$ cat config.mk
export PLATFORM = sky130hd
export DESIGN_NAME = shift_seq_ctrl
export DESIGN_NICKNAME = d
export VERILOG_FILES = /design/src/rtl/shift_seq_ctrl.sv
export SDC_FILE = /design/constraint.sdc
export NUM_CORES = 1
export LEC_CHECK = 0
export CORE_MARGIN = 2
export CORE_UTILIZATION = 30
export CTS_CLUSTER_DIAMETER = 200
export DETAILED_ROUTE_END_ITERATION = 10
export DONT_BUFFER_PORTS = 1
export GPL_ROUTABILITY_DRIVEN = 1
export GPL_TIMING_DRIVEN = 0
export HOLD_SLACK_MARGIN = 0.03
export PLACE_DENSITY = 0.48
export SYNTH_ARGS = -nofsm -noshare
export SYNTH_HDL_FRONTEND = slang
export SYNTH_SLANG_ARGS = --single-unit
export TNS_END_PERCENT = 100
$ cat constraint.sdc
create_clock -name clk -period 2.8 [get_ports clk]
set_clock_uncertainty 0.1 [all_clocks]
set_input_delay 0.42 -clock clk [delete_from_list [all_inputs] [get_ports clk]]
set_output_delay 0.42 -clock clk [all_outputs]
set_load 0.03 [all_outputs]
$ cat src/rtl/shift_seq_ctrl.sv
// Sequencer for a 4-mode universal shift register: load a job, then shift it out bit by bit.
// Optional rotate mode is enabled by defining SHIFT_SEQ_ROT_EN (adds port rot).
module shift_seq_ctrl #(
  parameter int N  = 4,
  parameter int CW = 3
) (
  input  logic          clk,
  input  logic          rst,
  input  logic          start_valid,
  output logic          start_ready,
  input  logic [N-1:0]  din,
  input  logic          dir,
  input  logic [CW-1:0] len,
  input  logic          fill,
`ifdef SHIFT_SEQ_ROT_EN
  input  logic          rot,
`endif
  input  logic          abort,
  input  logic [N-1:0]  q,
  output logic          s1,
  output logic          s0,
  output logic [N-1:0]  ld_data,
  output logic          lsi,
  output logic          rsi,
  output logic          ser_out,
  output logic          ser_valid,
  output logic          busy,
  output logic          done,
  output logic [1:0]    dbg_state
);

  // Handshake: a job is accepted on a rising edge where start_valid && start_ready;
  // start_ready is high only in IDLE, so all job inputs are ignored while busy.

  typedef enum logic [1:0] {IDLE = 2'd0, LOAD = 2'd1, SHIFT = 2'd2, DONE = 2'd3} state_t;

  state_t        state;
  logic [N-1:0]  din_r;
  logic          dir_r;
  logic          fill_r;
  logic [CW-1:0] cnt;
  logic [CW-1:0] len_sat;
  logic          fill_out;

  assign len_sat = (len > CW'(N)) ? CW'(N) : len;

`ifdef SHIFT_SEQ_ROT_EN
  logic rot_r;
`endif

  always_ff @(posedge clk or negedge rst) begin
    if (!rst) begin
      state  <= IDLE;
      din_r  <= '0;
      dir_r  <= 1'b0;
      fill_r <= 1'b0;
      cnt    <= '0;
`ifdef SHIFT_SEQ_ROT_EN
      rot_r  <= 1'b0;
`endif
    end else begin
      case (state)
        IDLE: begin
          if (start_valid) begin
            din_r  <= din;
            dir_r  <= dir;
            fill_r <= fill;
            cnt    <= len_sat;
`ifdef SHIFT_SEQ_ROT_EN
            rot_r  <= rot;
`endif
            state  <= LOAD;
          end
        end
        LOAD: begin
          if (abort)            state <= IDLE;
          else if (cnt != '0)   state <= SHIFT;
          else                  state <= DONE;
        end
        SHIFT: begin
          if (abort) begin
            state <= IDLE;
          end else begin
            cnt <= cnt - CW'(1);
            if (cnt == CW'(1)) state <= DONE;
          end
        end
        default: state <= IDLE;
      endcase
    end
  end

  // Moore decode from the state register only.
  assign start_ready = (state == IDLE);
  assign busy        = (state == LOAD) || (state == SHIFT);
  assign done        = (state == DONE);
  assign ser_valid   = (state == SHIFT);
  assign s1          = (state == LOAD) || ((state == SHIFT) && dir_r);
  assign s0          = (state == LOAD) || ((state == SHIFT) && !dir_r);
  assign ld_data     = din_r;
  assign dbg_state   = state;

  assign ser_out = (state == SHIFT) ? (dir_r ? q[0] : q[N-1]) : 1'b0;

`ifdef SHIFT_SEQ_ROT_EN
  // Rotating feeds the departing bit back in at the opposite end.
  assign fill_out = (rot_r && (state == SHIFT)) ? ser_out : fill_r;
`else
  assign fill_out = fill_r;
`endif

  assign lsi = (state == IDLE) ? 1'b0 : fill_out;
  assign rsi = (state == IDLE) ? 1'b0 : fill_out;

endmodule

==> results of run 1 <==
[state kept, by name, indices dropped and copies added (netlist names)]
name and flops:
cnt 3, dir_r 1, fill_out 1, dbg_state 2, ld_data 4
[layer usage]
layer | share of wire (%) | vias up | global-route usage [%]
met2 | 51 | 13 | 17.71
met5 | 0 | - | 0
met3 | 6.5 | 2 | 1.714
met1 | 42 | 230 | 11.85
li1 | - | 249 | -
met4 | 1.0 | 0 | 6.410
[repair_timing]
action,in CTS,in global routing
hold buffers,1,0
cloned,0,0
endpoints found under the hold margin,11,0
pin swaps,0,0
setup buffers,0,0
gates resized for setup,2,2
setup endpoints to repair,2,1
[through the flow]
step | power [W] | setup slack, ns
floorplan | 0.0008484 | 0.3870
global placement | 0.0009230 | 0.2542
detailed placement | 0.0009239 | 0.2506
CTS | 0.001039 | 0.1237
global route | 0.001103 | 0.05823
finish | 0.001024 | 0.1816
[where the power goes]
group	leakage [nW]	internal [W]	switching (W)
Clock	0.0150	0.0000549	0.0000456
Combinational	0.232	0.000205	0.000327
Sequential	0.128	0.000238	0.000155
[Yosys cell counts, drive strengths merged]
library cell / n
dfrtp: 11
ha: 7
inv: 7
mux2: 7
nor2b: 5
nor2: 4
o21ai: 4
a21oi: 3
nand2: 3
a21o: 2
a311oi: 2
mux2i: 2
nand3: 2
o22a: 2
a211oi: 1
and2b: 1
buf: 1
clkbuf: 1
nand2b: 1
nor3: 1
o22ai: 1
or2: 1
[critical path, cell delays in order (launching register included)]
cell and delay [ns]:
dfrtp_1 0.58, inv_1 0.12, ha_1 0.47, nor2b_2 0.43, buf_4 0.23
[cell families (layout without fill, tap and decap cells)]
logic type,count (synthesis),in the layout,synth area share [%]
AO/OA/AOI/OAI,15,15,13.93
adder cells (fa/ha/maj),7,7,12.35
buffers and inverters,9,14,5.292
flip-flops,11,11,38.80
multiplexers,9,9,13.93
AND/OR/NAND/NOR,18,18,15.70
[final cells by class]
cell class / count / area (sq um) / share of cell area, %
well taps: 28 / 35.03 / 4.452
multi-input cells: 49 / 401.6 / 51.03
plain buffers: 2 / 12.51 / 1.590
flip-flops and latches: 11 / 275.3 / 34.98
inverters: 7 / 26.28 / 3.339
clock buffers: 4 / 26.28 / 3.339
repair buffers: 1 / 10.01 / 1.272
[final timing paths]
check | cells after the start | slack (ns) | endpoint
max reg2reg | 5 | 0.64 | dbg_state[0]
max in group asynchronous | 1 | 1.82 | ld_data[2]
min | 1 | 0.21 | ld_data[1]
min in group asynchronous | 1 | 0.46 | dir_r
max | 4 | 0.18 | rsi
min reg2reg | 1 | 0.41 | fill_out
==> metrics, run 1 <==
cell area after layout 787.0 sq um; share of cells above drive strength 1 between 20% and 30%; vias in the first global route between 500 and 600; Starting Density 31.76%; pin count of the biggest net entering global routing 12; Initial DRC Count 5; antenna violations before repair 0; Leak around 0.38 nW; Clock Sinks 11; Max-cap violations 0; sequential cell area fraction in the yosys report between 30 and 40%; Post-Route WL 1302 um; diode count 0; WL/cell ~13 um; run status complete, no violations; Worst Hold Launch din[1]; H-tree depth 1; largest cells by area after synthesis dfrtp_1 39%, ha_1 12%, mux2_2 11%; Hold Violations, Final 0; FF+latch count, synth 11; Root Buffer clkbuf_4; wire length of the first global-routing pass approximately 2100 um; Worst setup SP type register; clock-pin slew on the worst setup and hold paths 0.06 ns; Setup crit end kind output pin; CTS max path bufs 2; CP arrival 2.10 ns; grt total ovfl 0; # IOs 32; final core occ 35.24%; Worst Hold Class primary input to register; most frequent cells in the layout 11 x dfrtp_1, 7 x inv_1, 7 x mux2_2, 7 x ha_1, 4 x nor2_1; Total Nets Final roughly 100; synthesized cell area a little over 700 sq um; Worst-Margin Slew between 0.7 and 0.8 ns; HPWL Detailed about 1100 um; via count about 490; worst-skew pair later-pin latency about 0.26 ns; # setup viols final 0; syn_nets between 90 and 100; DRT Pass-1 Iters 4; final hold slack between 0.2 and 0.25 ns; max frequency approximately 0.38 GHz; CTS buffer count 3; Syn Area/Cell ~10 sq um; setup TNS 0 ns; row cnt 17; RD Place Congestion about 0.77; Critical Path RT around 2.3 ns; CTS tree done; Core ar. between 0.002 and 0.0025 sq mm; fill count approximately 230; CP Max Fanout 8; DRC viols 0; worst reg2reg startpoint dbg_state[1]; RSZ-0062 raised after global routing false; leading area contributor after synthesis dfrtp_1; Area Overhead vs Synth 10.93%; I/O Buffers 0; chip width between 50 and 60 um; min Tclk post-route around 2.6 ns; CP startpoint dbg_state[0]; Unique masters post-synth 25; Placed Cells between 90 and 100; Final Non-Filler Cells between 100 and 150; Slew headroom a little over half; die span in y ~53 um; crit path kind register to output pin; cell area power density between 1000 and 1500 mW/mm^2; Slew Viols, Final 0; Synth top area share between 30% and 40%; Worst VDD drop 0.5810 mV; Routed Antenna Nets 0; Placement Cell Area around 740 sq um; die area 0.002770 sq mm; yosys warns 0; most common library cell in the layout ignoring fill and taps dfrtp_1; Via density 4.843; Final Cycle Share 93.51%; GR Util All Layers about 10%; Syn Inst Count slightly below 70
No activity file was read; power rests on OpenSTA's default activity.
==> run 2, diff against run 1 <==
Settings changed: CAP_MARGIN set to 20, SETUP_SLACK_MARGIN set to 0.3.
==> run 2 against run 1 <==
Against the previous run:
- worst hold slack hardly changed
- clock-buffer cell count stayed put
- sequential share of layout area is 0.65 points lower
==> metrics, run 2 (same netlist as run 1, synthesis figures left out) <==
run status complete, no violations; DRT Pass-1 Iters 4 (unchanged); Slew Viols, Final 0 (unchanged); sw frac 50.90% (-0.54 points); I/O Buffers 0 (unchanged); grt total ovfl 0 (unchanged); CP Max Fanout 10 (+2); CTS buffer count 3 (unchanged); Worst setup SP type register; most common library cell in the layout ignoring fill and taps dfrtp_1; DRC viols 0 (unchanged); Root Buffer clkbuf_4; clock group share of total power 9.6% (-0.2 points); cell area power density 1306 mW/mm^2 (+0.40%); Via density 4.843 (unchanged); Initial DRC Count 5 (unchanged); storage element area 275.3 sq um (unchanged); HPWL Detailed 1059 um (unchanged); CTS tree done; Final Cycle Share 83.42% (-10 points); row cnt 17 (unchanged); RSZ-0062 raised after global routing false; Leak 0.3775 nW (+0.48%); Placement Cell Area 744.5 sq um (unchanged); Worst Hold Class primary input to register; CTS max path bufs 2 (unchanged); vias in the first global route 494 (-1.8%); chip width 52.63 um (unchanged); most frequent cells in the layout 11 x dfrtp_1, 7 x inv_1, 7 x mux2_2; min Tclk post-route 2.336 ns (-0.2825 ns); Area Overhead vs Synth 13.05%; Critical Path RT 2.28 ns (about the same); Routed Antenna Nets 0 (unchanged); Setup Buffers After CTS 0 (unchanged); H-tree depth 1 (unchanged); Seq pwr share 37.5% (-0.8 points); Slew headroom 67.16% (+15 points); # IOs 32 (unchanged); NetSw 0.0005333 W (+1.2%); wire length of the first global-routing pass 2090 um (-1.3%); setup TNS 0 ns (unchanged); Pwr Total 0.001048 W (+2.3%); Multi-input gate area 416.7 sq um (+3.7%); Starting Density 31.76% (unchanged); via count 494 (unchanged); clock-pin slew on the worst setup and hold paths 0.06 ns (about the same); Worst-Margin Slew 0.4910 ns (-0.2228 ns); die area 0.002770 sq mm (unchanged); diode count 0 (unchanged); # setup viols final 0 (unchanged); Hold Violations, Final 0 (unchanged); Setup crit end kind output pin; RD Place Congestion 0.7681 (unchanged); pin count of the biggest net entering global routing 12 (unchanged); final core occ 35.91% (+0.67 points); R2R Setup Slk 0.78 ns (+0.14 ns); Core ar. 0.002233 sq mm (unchanged); combinational power share 52.9% (+1.0 points); die span in y 52.63 um (unchanged); WL/cell 12.85 um (+0.69%); Worst VDD drop 0.5850 mV (+0.70%); fill count 235 (+0.43%); Max-cap violations 0 (unchanged); worst-skew pair later-pin latency 0.26 ns (about the same); crit path kind register to output pin; Post-Route WL 1311 um (+0.69%); antenna violations before repair 0 (unchanged); Clock Sinks 11 (unchanged); cell area after layout 802.0 sq um (+1.9%); GR Util All Layers 10.24% (-0.12 points); Total Nets Final 99 (unchanged); share of cells above drive strength 1 28.38% (+2.7 points); CP arrival 1.82 ns (-0.28 ns); Internal Power 0.0005144 W (+3.5%); max frequency 0.4281 GHz (+12%); flip-flop count of the largest register after layout 4 (unchanged)
## run 2: power groups by stage
stage          clock network, W  logic (W)  registers [W]
6_report               0.000101   0.000554       0.000393
5_1_grt                0.000113   0.000605       0.000408
4_1_cts                0.000107   0.000553       0.000394
3_5_place_dp                  0   0.000528       0.000396
3_3_place_gp                  0   0.000528       0.000395
2_1_floorplan                 0   0.000470       0.000378
## run 2: critical path, cell delays in order (launching register included)
cell      delay, ns
dfrtp_1        0.52
inv_1          0.15
ha_2           0.32
clkbuf_2       0.26
a21o_1         0.30
## run 2: final timing paths
check | startpoint | end | depth (start not counted)
worst max-delay path | dbg_state[0] | s1 | 4
worst min-delay path | din[1] | ld_data[1] | 1
worst max register to register | dbg_state[0] | dbg_state[0] | 6
worst min register to register | fill_out | fill_out | 1
max in group asynchronous | rst | ld_data[2] | 1
min in group asynchronous | rst | dir_r | 1
## run 2: final cells by class
cell class,instances,area share [%]
well taps,28,4.368
flip-flops and latches,11,34.32
plain buffers,2,1.560
inverters,7,3.276
repair buffers,1,1.248
clock buffers,4,3.276
multi-input cells,49,51.95
## run 2: per-stage QoR
stage	instances	hold slack [ns]	setup WS [ns]
floorplan	69	0.02441	0.3870
global placement	97	0.02471	0.2542
detailed placement	97	0.02472	0.2506
CTS	102	0.1949	0.2669
global route	102	0.1972	0.3409
finish	102	0.2084	0.4641
## run 2: layer usage
metal  routed length, um  share of wire [%]  global-route usage, %  vias up
li1                    -                  -                      -      250
met2                 662                 50                  17.29       13
met1                 550                 42                  11.85      229
met5                   0                  0                      0        -
met3                  84                6.4                  1.714        2
met4                  13               0.99                  6.410        0
## run 2: repair_timing
item | CTS | global route
resized for setup | 5 | 2
hold buffers | 1 | 0
endpoints found under the setup margin | 5 | 4
pin swaps | 0 | 0
endpoints found under the hold margin | 11 | 0
==> run 3, diff against run 2 <==
Clock period 2.8 ns to 2.24 ns, I/O delays scaled along.
==> run 3 against run 2 <==
Against the previous run:
- clock power increased by 36%
- power increased by 40%
- sequential share of layout area decreased by 2.9 points
- flip-flop and latch count unchanged
- non-clock buffer count increased by 2
- final cell count increased by 2.0%
- wire length increased by 11%
- utilization increased by 3.6 points
- sequential power increased by 28%
==> metrics, run 3 (same netlist as run 1, synthesis figures left out) <==
Worst setup SP type register; CTS buffer count 3 (unchanged); die span in y 52.63 um (unchanged); H-tree depth 1 (unchanged); Initial DRC Count 4 (-1); Setup crit end kind output pin; Starting Density 31.76% (unchanged); slowest stage delay, CP 0.51 ns (about the same); CP startpoint dbg_state[1]; fill count 234 (-0.43%); Core ar. 0.002233 sq mm (unchanged); Root Buffer clkbuf_4; Hold Violations, Final 0 (unchanged); crit path kind register to output pin; CP Max Fanout 8 (-2); GR Util All Layers 11.30% (+1.1 points); chip width 52.63 um (unchanged); most frequent cells in the layout 9 x dfrtp_1, 7 x mux2_2, 5 x inv_1; Slew headroom 66.82% (-0.34 points); clock-pin slew on the worst setup and hold paths 0.08 ns (+0.02 ns); CTS max path bufs 2 (unchanged); CTS tree done; Total Nets Final 101 (+2.0%); cell area after layout 883.3 sq um (+10%); Slew Viols, Final 0 (unchanged); HPWL Detailed 1066 um (+0.68%); RSZ-0062 raised after global routing true; die area 0.002770 sq mm (unchanged); Leak 0.3913 nW (+3.6%); max frequency between 0.5 and 0.6 GHz; critical path, cell by cell inv_2, ha_4, nor2b_4, buf_6; Area Overhead vs Synth 24.52%; Final Cycle Share approximately 88%; CP max-delay cell dfrtp_2; WL/cell 13.98 um (+8.8%); most common library cell in the layout ignoring fill and taps dfrtp_1; DRC viols 0 (unchanged); Routed Antenna Nets 0 (unchanged); setup TNS 0 ns (unchanged); worst reg2reg startpoint dbg_state[0]; min Tclk post-route 1.977 ns; cell area power density 1657 mW/mm^2 (+27%); antenna violations before repair 0 (unchanged); wire length of the first global-routing pass 2249 um (+7.6%); Worst Hold Class primary input to register; Via density 4.952 (+2.2%); Post-Route WL 1454 um (+11%); pin count of the biggest net entering global routing 12 (unchanged); flip-flop count of the largest register after layout 4 (unchanged); grt total ovfl 0 (unchanged); Hold Path Depth 1 (unchanged); reg2reg path depth 6 (unchanged); worst-skew pair later-pin latency 0.27 ns (about the same); diode count 0 (unchanged); Clock Sinks 11 (unchanged); DRT Pass-1 Iters 2 (-2); RD Place Congestion 0.6674 (-13%); run status complete, no violations; # IOs 32 (unchanged); # setup viols final 0 (unchanged); Max-cap violations 0 (unchanged); Worst Hold Launch din[2]; CP arrival 1.54 ns (-0.28 ns); I/O Buffers 0 (unchanged); Placement Cell Area 765.7 sq um (+2.9%); vias in the first global route 491 (-0.61%); Worst VDD drop 0.7085 mV (+21%); Critical Path RT 1.80 ns (-0.48 ns); via count 515 (+4.3%); Worst-Margin Slew 0.4961 ns (+0.005140 ns); row cnt 17 (unchanged); share of cells above drive strength 1 39.47% (+11 points)
## run 3: changes by cell type in the layout (fill, tap and decap cells not counted), moves of 2 or more
| cell | change |
|---|---|
| a21o_1 | -2 |
| a21o_4 | +2 |
| dfrtp_1 | -2 |
| dfrtp_2 | +2 |
| ha_4 | +2 |
| inv_1 | -2 |
## run 3: through the flow
stage               utilization [%]  hold WS [ns]  power [W]  worst slack [ns]  cells
floorplan                         -      -0.05959   0.001098            0.3754     69
global placement              34.29      -0.05933   0.001185            0.2594     97
detailed placement            34.29      -0.05937   0.001195            0.2416     97
CTS                           39.16        0.1108   0.001465            0.2465    104
global route                  39.55        0.1033   0.001573            0.1945    104
finish                        39.55        0.1210   0.001464            0.2633    104
## run 3: final timing paths
check	slack, ns	endpoint
max	0.26	rsi
min	0.12	ld_data[2]
max reg2reg	0.42	dbg_state[0]
min reg2reg	0.41	fill_out
max in group asynchronous	1.32	dbg_state[1]
min in group asynchronous	0.36	cnt[1]
## run 3: metal layers
layer  GRT usage (%)  part of all wire [%]  vias up
li1                -                     -      254
met1           14.31                    45      246
met2           17.29                    50       13
met3           2.000                   4.6        2
met4           7.692                  0.83        0
met5               0                     0        -
## run 3: where the power goes
part / leakage (nW) / total, W / switching, W / internal (W)
combinational: 0.250 / 0.000823 / 0.000445 / 0.000378
sequential: 0.126 / 0.000504 / 0.000204 / 0.000300
clock: 0.0150 / 0.000137 / 0.0000680 / 0.0000688
total: 0.391 / 0.00146 / 0.000717 / 0.000747
## run 3: area by class of cell
class,count,area [sq um],share of cell area [%]
Multi-Input combinational cell,49,454.2,51.42
Sequential cell,11,277.8,31.44
Buffer,2,36.28,4.108
Tap cell,28,35.03,3.966
Inverter,7,28.78,3.258
Clock buffer,4,26.28,2.975
Timing Repair Buffer,3,25.02,2.833
## run 3: worst max-delay path, delay by kind of cell, from the launching register on
| kind | cells | cell delay (ns) |
|---|---|---|
| flip-flops | 1 | 0.51 |
| buffers and inverters | 2 | 0.26 |
| AND/OR/NAND/NOR | 1 | 0.26 |
| adder cells (fa/ha/maj) | 1 | 0.24 |
## run 3: timing repair
item	CTS	global route
resized for setup	14	2
hold endpoints to repair	11	0
buffers inserted	2	0
hold buffers	1	0
setup endpoints to repair	7	4
gates cloned	0	0
pin swaps	1	1
==> RTL edit 1, RTL diff (flow settings as in run 1) <==
Put one more register stage on the output `dbg_state`, with the module's reset. The value now appears one clock later. The other outputs are not delayed to match.
--- a/src/rtl/shift_seq_ctrl.sv
+++ b/src/rtl/shift_seq_ctrl.sv
@@ -98,7 +98,13 @@
   assign s1          = (state == LOAD) || ((state == SHIFT) && dir_r);
   assign s0          = (state == LOAD) || ((state == SHIFT) && !dir_r);
   assign ld_data     = din_r;
-  assign dbg_state   = state;
+  always_ff @(posedge clk or negedge rst) begin
+    if (!rst) begin
+      dbg_state <= '0;
+    end else begin
+      dbg_state <= state;
+    end
+  end
 
   assign ser_out = (state == SHIFT) ? (dir_r ? q[0] : q[N-1]) : 1'b0;
 
Function: changed (Yosys sat finds a counterexample within 4 cycles, from zero or initial values and one cycle with rst low).
==> RTL edit 1 against run 1 <==
Worst setup slack gained 21 ps. Non-clock buffer count grew 1. Sequential cell count grew 2. Register-to-register slack gained 270 ps. Global-route usage grew 0.51 points. Power grew 11%. Wire length grew 19%. Cell area grew 8.1%. Area after synthesis grew 9.5%. Largest power group unchanged. Highest routed layer is now met3.
==> RTL edit 1: results (changes against run 1) <==
outcome=finished, final reports clean; Yosys cell types=29 (+16%); CTS Hold Bufs=1 (unchanged); Critical path origin=state[0]$_DFFE_PN0P_; sequential share of the synthesized area=41.9% (+3.1 points); critical path peak fanout=10 (+2); clock latency on the worst-skew pair=270 ps; Critical Path AT=2080 ps (-20 ps); clk slew on worst S/H paths=70 ps; IO Port Bufs=0 (unchanged); first-pass GRT wire length=2270 um (+7.2%); Post-Place Setup Slack=512 ps (+261 ps); Max stage delay on crit path=520 ps (-60 ps); H-tree levels=1 (unchanged); number of flip-flops in the largest register=4 (unchanged); vias in the first global route=486 (-3.4%); crit path max-delay cell type=nor2b_1; gr usage total=10.9% (+0.51 points); HPWL Detailed=1150 um (+8.7%); critical hold path startpoint=din[3]; clock buffer depth=2 (unchanged); Non-Filler Instances=107 (+4.9%); share of post-route cells with drive strength above 1=27.3% (+1.6 points); Tightest Hold Check Type=input port to flip-flop; async set-reset flop share out of synthesis=100% (unchanged); LEAKAGE=0.392 nW (+4.2%); GPL Wtd Cong=0.707 (-8.0%); nets@finish=102 (+3.0%); WL final=1550 um (+19%); number of diodes=0 (unchanged); postcts setup bufs=0 (unchanged); leading post-synthesis cells by cell area=dfrtp_1, ha_1, mux2_2; Worst Tran Pin Value=599 ps (-114 ps); Starting DRT DRC Count=15 (+10); yosys warns=0 (unchanged); Synth top cells by count=dfrtp_1, ha_1, mux2_2; Placed Area=815 um^2 (+9.4%); Fill cells=271 (+16%); ys flop type=dfrtp_1; first-pass iteration count of the detailed router=4 (unchanged); pin count of the biggest net entering global routing=14 (+2); post-cts resize count=0 (-2); grt met3 use=6.45% (+4.7 points); Synth Instances=72 (+4.3%); GR Util met2=15.7% (-2.0 points); CTS buffer count=3 (unchanged); global-route met1 utilization=14.4% (+2.6 points); Worst IR Drop VDD=0.677 mV (+16%); clock root cell=clkbuf_4; cell family with most CP delay=simple AND/OR/NAND/NOR gates; drt via density=5.04 (+4.0%); initial antenna violation count=0 (unchanged); syn_nets=96 (+3.2%)
## RTL edit 1: worst reg2reg max path: stages (launching register included)
cell and delay (ps):
dfrtp_1 440, inv_1 110, ha_1 380, buf_6 200, nand2_2 140, o22a_2 230
o22ai_1 130, a21oi_1 50
## RTL edit 1: power by group
group | internal, mW | switching [mW] | total, mW
logic | 0.232 | 0.343 | 0.575
clock network | 0.0551 | 0.0559 | 0.111
registers | 0.281 | 0.170 | 0.451
total | 0.568 | 0.569 | 1.14
## RTL edit 1: final timing paths
| path | depth (start not counted) | to | slack, ps |
|---|---|---|---|
| worst max register to register | 7 | cnt[2]$_DFFE_PN0P_ | 910 |
| min in group asynchronous | 1 | cnt[0]$_DFFE_PN0P_ | 500 |
| worst min register to register | 0 | dbg_state[1]$_DFF_PN0_ | 350 |
| max in group asynchronous | 1 | ld_data[2]$_DFFE_PN0P_ | 1720 |
| worst max-delay path | 4 | ser_out | 200 |
| worst min-delay path | 1 | ld_data[3]$_DFFE_PN0P_ | 200 |
## RTL edit 1: routing by layer
| layer | wire length, um | up-vias |
|---|---|---|
| met2 | 683 | 25 |
| li1 | - | 258 |
| met3 | 162 | 0 |
| met1 | 700 | 256 |
| met5 | 0 | - |
| met4 | 0 | 0 |
## RTL edit 1: cell type report
class                   count  area [um^2]  share of cell area (%)
repair buffers              1         10.0                    1.18
clock buffers               4         26.3                    3.09
multi-input cells          50          405                    47.6
plain buffers               3         23.8                    2.79
inverters                   6         22.5                    2.65
flip-flops and latches     13          325                    38.2
well taps                  30         37.5                    4.41
## RTL edit 1: kinds of logic after synthesis
kind of cell	count (synthesis)	share of synthesized area (%)
compound gates	17	15.1
simple gates	17	13.0
flops	13	41.9
buf+inv	9	5.96
mux	9	12.7
fa+ha+maj	7	11.3
==> RTL edit 2, RTL diff (flow settings as in run 1) <==
Made on the original files. `N`: 4 -> 5.
--- a/src/rtl/shift_seq_ctrl.sv
+++ b/src/rtl/shift_seq_ctrl.sv
@@ -1,7 +1,7 @@
 // Sequencer for a 4-mode universal shift register: load a job, then shift it out bit by bit.
 // Optional rotate mode is enabled by defining SHIFT_SEQ_ROT_EN (adds port rot).
 module shift_seq_ctrl #(
-  parameter int N  = 4,
+  parameter int N  = 5,
   parameter int CW = 3
 ) (
   input  logic          clk,
Ports: changed (resized din, ld_data and q); port bits go from 32 to 35. No check against the original RTL was run, so the function may have changed too.
==> RTL edit 2 against run 1 <==
Worst setup slack got worse by 47 ps. Cell area increased by 14%. First-iteration DRC count fell by 40%. Sequential cell count grew 1. Via count grew 14%. Power up 12%. Wire length is 20% higher. Die area rose by 13%. Area after synthesis is 14% higher. Largest power group unchanged. Highest routed layer unchanged. Cell count increased by 7.8%.
==> RTL edit 2: results (changes against run 1) <==
number of diodes=0 (unchanged); pin count of the biggest net entering global routing=13 (+1); clk slew on worst S/H paths=70 ps; Vias=561 (+14%); Yosys cell types=29 (+16%); LEAKAGE=0.408 nW (+8.7%); initial antenna violation count=0 (unchanged); number of flip-flops in the largest register=5 (+1); gr usage total=10.4% (about the same); Critical path origin=dbg_state[0]$_DFFE_PN0P_; Fill cells=260 (+11%); yosys warns=0 (unchanged); Placed Area=843 um^2 (+13%); sequential share of the synthesized area=37.3% (-1.5 points); Cell Pwr Density=1280 mW/mm^2 (-1.8%); worst rel slew slack=64.3% (+12 points); Tightest Hold Check Type=input port to flip-flop; share of post-route cells with drive strength above 1=31.3% (+5.6 points); H-tree levels=1 (unchanged); Layout area overhead=11.3%; Logic power comb=0.580 mW (+9.2%); HPWL Detailed=1250 um (+18%); Worst IR Drop VDD=0.492 mV (-15%); critical path peak fanout=9 (+1); Seq pwr share=37.8% (-0.5 points); GPL Wtd Cong=0.760 (-1.1%); IO Port Bufs=0 (unchanged); Synth top cells by count=dfrtp_1, ha_1, inv_1, mux2_2; WL final=1560 um (+20%); clock latency on the worst-skew pair=260 ps (about the same); first-pass GRT wire length=2570 um (+21%); vias in the first global route=587 (+17%); outcome=finished, final reports clean; Sw Pwr=0.573 mW (+8.8%); nets@finish=107 (+8.1%); clock root cell=clkbuf_4; critical hold path startpoint=din[0]; leading post-synthesis cells by cell area=dfrtp_1, ha_1, mux2_2; syn_nets=101 (+8.6%); postcts setup bufs=0 (unchanged); clock buffer depth=2 (unchanged); async set-reset flop share out of synthesis=100% (unchanged); first-pass iteration count of the detailed router=3 (-1); CTS buffer count=3 (unchanged); Starting DRT DRC Count=3 (-2); Critical Path AT=2150 ps (+50 ps)
==> RTL edit 2: path summary, 6_finish.rpt <==
kind	to	slack, ps	depth (start not counted)
max	rsi	130	5
min	ld_data[0]$_DFFE_PN0P_	200	1
max reg2reg	cnt[1]$_DFFE_PN0P_	650	6
min reg2reg	fill_out$_DFFE_PN0P_	400	1
max in group asynchronous	cnt[0]$_DFFE_PN0P_	1780	1
min in group asynchronous	ld_data[2]$_DFFE_PN0P_	470	1
==> RTL edit 2: through the flow <==
stage,instances,setup WS (ps)
after detailed placement,105,209
after floorplan,75,332
after global routing,110,32.1
after CTS,110,106
final,110,134
after global placement,105,218
==> RTL edit 2: logic make-up after synthesis <==
family / Yosys count / share of synthesized area [%]
buf+inv: 10 / 5.44
flops: 12 / 37.3
simple gates: 19 / 16.1
fa+ha+maj: 7 / 10.9
compound gates: 16 / 15.5
mux: 11 / 14.8
==> RTL edit 2: layer usage <==
layer / up-vias / global-route usage [%] / wire length [um]
li1: 275 / - / -
met2: 17 / 17.5 / 735
met4: 0 / 6.12 / 9
met1: 267 / 11.8 / 692
met3: 2 / 2.56 / 126
met5: - / 0 / 0
==> RTL edit 2: what timing repair did <==
item	4_1_cts	5_1_grt
resized for setup	2	1
endpoints found under the hold margin	12	0
hold buffers	1	0
setup endpoints to repair	2	1
pin swaps	0	0
==> RTL edit 2: cell type report <==
| cell class | count | share of cell area, % |
|---|---|---|
| sequential | 12 | 33.5 |
| timing repair buffer | 1 | 1.12 |
| tap | 30 | 4.18 |
| multi-input combinational | 53 | 52.3 |
| inverter | 7 | 2.93 |
| buffer | 3 | 1.95 |
| clock buffer | 4 | 4.04 |
==> RTL edit 2: worst max-delay path, cell delays in order (launching register included) <==
cell	delay, ps
dfrtp_1	560
inv_1	150
ha_1	350
buf_2	240
nor2b_2	340
buf_4	240
